[src/rtl/inject_sched.sv]
// Local-injection scheduler for a bufferless deflection router: queues local flits, round-robin slot pick, starvation flag.
// Optional INJ_STATS_EN adds saturating inj_total / blocked_total counters.
module inject_sched #(
   parameter int ADDR_W     = 6,
   parameter int DEPTH      = 4,
   parameter int STARVE_MAX = 8
) (
   input  logic                    clk,
   input  logic                    rst,
   input  logic                    enq_valid,
   input  logic [ADDR_W-1:0]       enq_addr,
   output logic                    enq_ready,
   input  logic [3:0]              slot_busy,
   output logic                    inj_valid,
   output logic [3:0]              inj_sel,
   output logic [ADDR_W-1:0]       inj_addr,
   output logic                    starve_flag,
   output logic [$clog2(DEPTH):0]  q_count
`ifdef INJ_STATS_EN
   ,
   output logic [15:0]             inj_total,
   output logic [15:0]             blocked_total
`endif
);

   localparam int PW = $clog2(DEPTH);
   localparam int CW = PW + 1;
   localparam int SW = $clog2(STARVE_MAX + 1);

   typedef enum logic [1:0] {IDLE, READY, BLOCKED, STARVED} state_t;

   logic [ADDR_W-1:0] mem [DEPTH];
   logic [PW-1:0]     wr_ptr, rd_ptr;
   logic [CW-1:0]     count, count_next;
   logic [1:0]        rr_ptr, sel_k, idx;
   logic              found;
   logic [SW-1:0]     starve_cnt, starve_next;
   state_t            state;
   logic              push, pop, non_empty, all_busy, blocked;

   assign non_empty = (count != '0);
   assign all_busy  = &slot_busy;
   assign enq_ready = (count != CW'(DEPTH));
   assign push      = enq_valid && enq_ready;
   assign pop       = non_empty && !all_busy;
   assign blocked   = non_empty && all_busy;
   assign q_count   = count;

   // First free slot starting at rr_ptr, wrapping mod 4.
   always_comb begin
      sel_k = 2'd0;
      found = 1'b0;
      idx   = 2'd0;
      for (int i = 0; i < 4; i++) begin
         idx = rr_ptr + 2'(i);
         if (!found && !slot_busy[idx]) begin
            sel_k = idx;
            found = 1'b1;
         end
      end
   end

   always_comb begin
      count_next = count;
      case ({push, pop})
         2'b10:   count_next = count + CW'(1);
         2'b01:   count_next = count - CW'(1);
         default: count_next = count;
      endcase
      starve_next = starve_cnt;
      if (pop || !non_empty)
         starve_next = '0;
      else if (starve_cnt != SW'(STARVE_MAX))
         starve_next = starve_cnt + SW'(1);
   end

   always_ff @(posedge clk) begin
      if (push) mem[wr_ptr] <= enq_addr;
   end

   always_ff @(posedge clk) begin
      if (rst) begin
         wr_ptr      <= '0;
         rd_ptr      <= '0;
         count       <= '0;
         rr_ptr      <= 2'd0;
         starve_cnt  <= '0;
         state       <= IDLE;
         inj_valid   <= 1'b0;
         inj_sel     <= 4'd0;
         inj_addr    <= '0;
         starve_flag <= 1'b0;
      end else begin
         count       <= count_next;
         starve_cnt  <= starve_next;
         starve_flag <= (starve_next == SW'(STARVE_MAX));
         inj_valid   <= pop;
         if (push) wr_ptr <= wr_ptr + PW'(1);
         if (pop) begin
            rd_ptr   <= rd_ptr + PW'(1);
            rr_ptr   <= sel_k + 2'd1;
            inj_sel  <= 4'b0001 << sel_k;
            inj_addr <= mem[rd_ptr];
         end else begin
            inj_sel  <= 4'd0;
            inj_addr <= '0;
         end
         case (state)
            IDLE: if (push) state <= READY;
            default: begin
               if (count_next == '0)
                  state <= IDLE;
               else if (pop)
                  state <= READY;
               else if (starve_next == SW'(STARVE_MAX))
                  state <= STARVED;
               else
                  state <= BLOCKED;
            end
         endcase
      end
   end

`ifdef INJ_STATS_EN
   always_ff @(posedge clk) begin
      if (rst) begin
         inj_total     <= 16'd0;
         blocked_total <= 16'd0;
      end else begin
         if (pop && inj_total != 16'hFFFF)         inj_total     <= inj_total + 16'd1;
         if (blocked && blocked_total != 16'hFFFF) blocked_total <= blocked_total + 16'd1;
      end
   end
`endif

endmodule

[config.mk]
export PLATFORM = sky130hd
export DESIGN_NAME = inject_sched
export DESIGN_NICKNAME = d
export VERILOG_FILES = /design/src/rtl/inject_sched.sv
export SDC_FILE = /design/constraint.sdc
export NUM_CORES = 1
export LEC_CHECK = 0
export CAP_MARGIN = 20
export CORE_AREA = 2 2 66 68
export DETAILED_ROUTE_END_ITERATION = 8
export DIE_AREA = 0 0 68 70
export PLACE_DENSITY_LB_ADDON = 0.12
export SETUP_SLACK_MARGIN = 0.15
export SLEW_MARGIN = 20
export SYNTH_ARGS = -nofsm -noshare
export SYNTH_HDL_FRONTEND = slang
export SYNTH_SLANG_ARGS = --single-unit
export TNS_END_PERCENT = 5
[constraint.sdc]
create_clock -name clk -period 2.2 [get_ports clk]
set_input_delay 0.22 -clock clk [delete_from_list [all_inputs] [get_ports clk]]
set_output_delay 0.22 -clock clk [all_outputs]
set_load 0.02 [all_outputs]
Word-level counts from Yosys, hierarchy flattened --
Memory sizes are Yosys's and may differ from the RTL's. A register that Yosys moved wholly into a read port is not among the register bits. Cells that the tools add are included.
Word-level totals: register bits 19, output and inout port bits 16, bits in writable memories 24, memories 1, word-level logic and storage cells 66, bits of input ports 13
Operators by class: reductions and logical operators 17, bitwise operators 1, mux-type cells 20, order comparisons 4, shifts and indexed selects 1, equality and inequality tests 5, $add $sub $neg 9
Memory list:
- mem | depth 4, bits a word 6, read ports 1, clocked after Yosys merged registers in 1, wr ports 1, line 32 | logic [ADDR_W-1:0] mem [DEPTH];
Operators with widths (number):
- $lt 2x3->1 const B | 4
- $mux 1 | 9
- $add 2x1->2 const B | 4
- $bmux 1 s2 | 4
- $mux 2 | 4
- $mux 4 | 2
- $logic_not 1->1 | 7
- $pmux 3 s2 | 1
- $logic_and 1x1->1 | 5
- $add 2x2->2 const B | 2
- $add 4x1->4 const B | 1
- $eq 4x4->1 const B | 1
- $ne 4x4->1 const B | 1
- $reduce_and 4->1 | 1
- $shl 1x2->4 const A | 1
- $add 3x1->3 const B | 1
- $ne 3x3->1 const B | 1
- $reduce_bool 3->1 | 1
- $sub 3x1->3 const B | 1
- $eq 2x1->1 const B | 1
- $eq 2x2->1 const B | 1
- $reduce_bool 2->1 | 1
- $reduce_or 2->1 | 1
- $logic_or 1x1->1 | 1
- $not 1->1 | 1

Depth between registers and ports, before layout --
word-level depth 13, depth in mapped cells 9, mapped depth without buffers 9

Worst setup path before layout --
OpenSTA, ideal clock, no wires.
kind reg2reg, start point register count[0] (netlist: q_count[0]), end point register count[2] (netlist: q_count[2]), buffers on the path 0, library setup time 0.070 ns, slack -0.111 ns, data arrival time 2.241 ns, period minus slack after synthesis 2.311 ns, stages on the path, launching flop included 10, data required time 2.130 ns, cells stage by stage dfxtp_1 -> nor2_1 -> nand2_1 -> and2_1 -> inv_1 -> ha_1 -> fa_1 -> xnor2_1 -> or3_1 -> a21oi_1
On the way: longest elaborated chain between the ends 4, elaborated cells between the ends (all ways) 10, those cells by class add/sub: 2; eq/ne: 3; mux: 1; reduce/logical: 4
RTL lines:
- from (decl) | line 34 | logic [CW-1:0] count, count_next;
- from (signal assigned) | line 94 | count <= count_next;
- $ne 3x3->1 * | line 43 | assign enq_ready = (count != CW'(DEPTH));
- named net enq_ready | line 12 | output logic enq_ready,
- $logic_and 1x1->1 * | line 44 | assign push = enq_valid && enq_ready;
- $eq 2x1->1 / $eq 2x2->1 (equally long branches) | line 65 | case ({push, pop})
- $pmux 3 s2 / $reduce_bool 2->1 (equally long branches)
The timed path passes the listed nets; every way through them passes the cells marked *. A chain may end at the register's enable or synchronous reset.

Worst setup path in the final report --
start point input slot_busy[3], end point register count[2] (netlist: q_count[2])
On the way: longest elaborated chain between the ends 5, elaborated cells between the ends (all ways) 7, those cells by class eq/ne: 2; mux: 1; reduce/logical: 4
RTL lines:
- from (decl) | line 13 | input logic [3:0] slot_busy,
- $reduce_and 4->1 * | line 42 | assign all_busy = &slot_busy;
- $logic_not 1->1 * | line 45 | assign pop = non_empty && !all_busy;
- $logic_and 1x1->1 * | line 45
- named net pop | line 39 | logic push, pop, non_empty, all_busy, blocked;
- $eq 2x1->1 / $eq 2x2->1 (equally long branches) | line 65
- $pmux 3 s2 / $reduce_bool 2->1 (equally long branches)
Marks and branches as above.

==> flow_summary.json <==
{
  "status": "complete, no violations",
  "grt_pass1_wl_um": 5590,
  "arrival_ns": 2.17,
  "synth_warnings": 0,
  "endpoint_kind": "flip-flop",
  "synth-edff-count": 24,
  "gp_congestion": 0.708,
  "r2r_cells": 9,
  "fmax_mhz": 518,
  "ant_nets": 0,
  "drv_cap": 0,
  "drive_above_1_share_pct": 21.5,
  "worstPathRequired_ns": 2.44,
  "num_rows": 24,
  "r2r_start": "q_count[0]",
  "worst_hold_path_type": "reg2reg",
  "critPathCapture": "q_count[2]",
  "nNetsFinal": 211,
  "clkTransAtPathRegs_ns": 0.08,
  "num-fill-cells": 329,
  "viasPerCell": 5.17,
  "pin_count": 29,
  "synth_cells": 147,
  "startpoint": "slot_busy[3]",
  "multi_input_area_um2": 738,
  "avgRoutedWirePerCell_um": 13.9,
  "portBuffers": 28,
  "worstHoldStart": "wr_ptr[1]",
  "grt_max_degree": 16,
  "die_h_um": 70,
  "power_density_nw_per_um2": 1190,
  "hold_buffers": 0,
  "first_pass_iters": 4,
  "criticalPathCategory": "in2reg",
  "ys_async_sr_fraction_pct": 0,
  "cp-start-kind": "input pin",
  "avgSynthCellArea_um2": 13.4,
  "path_delay_family": "simple AND/OR/NAND/NOR gates",
  "num_vias": 1256,
  "finalHoldViolCount": 0,
  "fin_area_um2": 2550,
  "routed_wl_um": 3380,
  "tightest_slew_ns": 0.484,
  "root_buffer": "clkbuf_8",
  "cts_tree": "done",
  "period_share_pct": 87.8,
  "synth_seq_cells": 49,
  "cts_made_buffers": 5,
  "clock_path_buffers": 2,
  "cp_num_buf_inv": 1,
  "slowest_stage": "clkdlybuf4s50_1",
  "clkLatencyLatePin_ns": 0.30,
  "slew_viol_final": 0,
  "path_depth": 8,
  "r2r_slack_ns": 0.30,
  "die_area_um2": 4760,
  "drcViolationCount": 0,
  "finalSetupViolCount": 0,
  "grt_usage_pct": 16.2,
  "skew_ns": 0.00682,
  "die_x_um": 68,
  "cts.sinks": 49,
  "synth_seq_area_share_pct": 61.9,
  "slew_headroom_pct": 67.7,
  "synth_nets": 168,
  "rr_endpoint": "q_count[2]",
  "syn_to_final_growth_pct": 29.4,
  "synth-main-ff-cell": "dfxtp_1",
  "start_util_pct": 47.6,
  "grt_pass1_vias": 1233,
  "first_iter_violations": 32,
  "path_cells": "clkdlybuf4s50_1 > and4_4 > nor2_2 > ha_2 > fa_2 > xnor2_1 > or3_1 > a21oi_1",
  "cts_max_level": 2,
  "synth_cell_types": 34,
  "coreArea_um2": 4140,
  "setup_tns_ns": 0,
  "grt-ovfl-total": 0,
  "dp_hpwl_um": 2440,
  "place_area_um2": 2380,
  "slowest_delay_ns": 0.52,
  "vdd_drop_max_v": 0.000912,
  "netlist_area_um2": 1970,
  "path_max_fanout": 4,
  "min_period_ns": 1.93,
  "p_leak_nw": 0.943,
  "antenna_cells": 0,
  "rsz0062_at_grt": "no",
  "ff_latch_area_um2": 1230,
  "antenna_found_initial": 0
}
tightest hold or removal path: cells and delay by family, from the launching register on:
family / cells / cell delay (ns)
compound gates: 1 / 0.06
simple gates: 1 / 0.07
flops: 1 / 0.35
kinds of logic (layout without fill, tap and decap cells):
| logic type | after synthesis | in the layout | synth area share (%) |
|---|---|---|---|
| multiplexers | 9 | 9 | 8.69 |
| XOR/XNOR | 8 | 8 | 3.55 |
| AND/OR/NAND/NOR | 50 | 50 | 12.9 |
| buffers and inverters | 9 | 53 | 1.84 |
| AO/OA/AOI/OAI | 14 | 14 | 5.58 |
| flip-flops | 49 | 49 | 61.9 |
| adder cells (fa/ha/maj) | 8 | 8 | 5.46 |
final cells by class:
| cell class | instances | area share, % |
|---|---|---|
| Clock inverter | 3 | 2.55 |
| Tap cell | 52 | 2.55 |
| Sequential cell | 49 | 48.2 |
| Multi-Input combinational cell | 89 | 28.9 |
| Timing Repair Buffer | 39 | 14.2 |
| Clock buffer | 5 | 2.70 |
| Inverter | 6 | 0.883 |
flip-flops by register name, indices dropped and copies added (netlist names):
name and flops:
rr_ptr 2, inj_valid 1, rd_ptr 2, starve_cnt 4, mem 24, starve_flag 1
inj_sel 4, wr_ptr 2, inj_addr 6, q_count 3
power breakdown:
group	switching, mW	internal [mW]	total [mW]
combinational	0.481	0.538	1.02
sequential	0.140	1.13	1.27
clock	0.286	0.451	0.737
per-layer routing:
metal,track usage [%],routed length [um],up-vias
li1,-,-,611
met1,19.3,1420,612
met2,27.0,1760,26
met3,4.83,141,7
met4,6.00,55,0
met5,0,0,-
placed cells by master (no fill, tap or decap), drive strengths merged, types with 6 or more instances in the layout:
cell type	n
clkdlybuf4s50	28
dfxtp	25
edfxtp	24
nor2	16
buf	11
nand2	10
and2	7
ha	7
inv	6
mux4	6
how the worst min path moves through the flow:
| stage | end | slack [ns] | depth (start not counted) |
|---|---|---|---|
| global route | mem[0][1] | 0.56 | 1 |
| CTS | wr_ptr[1] | 0.53 | 2 |
| finish | wr_ptr[1] | 0.53 | 2 |
| global placement | wr_ptr[1] | 0.49 | 2 |
| detailed placement | wr_ptr[1] | 0.51 | 2 |
| floorplan | mem[0][0] | 0.32 | 0 |
synthesized netlist by cell type (2+ instances only):
library cell | number | share of area (%)
a21oi_1 | 4 | 1.0
and2_1 | 7 | 2.2
and3_1 | 5 | 1.6
buf_2 | 2 | 0.51
dfxtp_1 | 25 | 25
edfxtp_1 | 24 | 37
ha_1 | 7 | 4.4
inv_1 | 6 | 1.1
mux4_2 | 6 | 6.9
nand2_1 | 10 | 1.9
nand3_1 | 2 | 0.51
nor2_1 | 15 | 2.9
nor3_1 | 3 | 0.76
o21ai_0 | 4 | 1.0
or3_1 | 2 | 0.63
xnor2_1 | 5 | 2.2
xor2_1 | 3 | 1.3
stage by stage:
stage / cells / power (mW) / worst slack [ns] / hold slack [ns] / utilization, %
6_report: 243 / 3.03 / 0.269 / 0.532 / 61.6
5_1_grt: 243 / 3.20 / 0.184 / 0.557 / 61.6
4_1_cts: 241 / 3.04 / 0.168 / 0.526 / 61.1
3_5_place_dp: 232 / 2.25 / -0.130 / 0.511 / 57.5
3_3_place_gp: 232 / 2.22 / -0.0430 / 0.490 / 57.5
2_1_floorplan: 147 / 1.91 / 0.158 / 0.319 / -
repair_timing:
item,in CTS,in global routing
resized for setup,2,2
buffers inserted,1,2
gates cloned,0,0
endpoints found under the setup margin,1,1
Power figures use the tool's default switching activity.
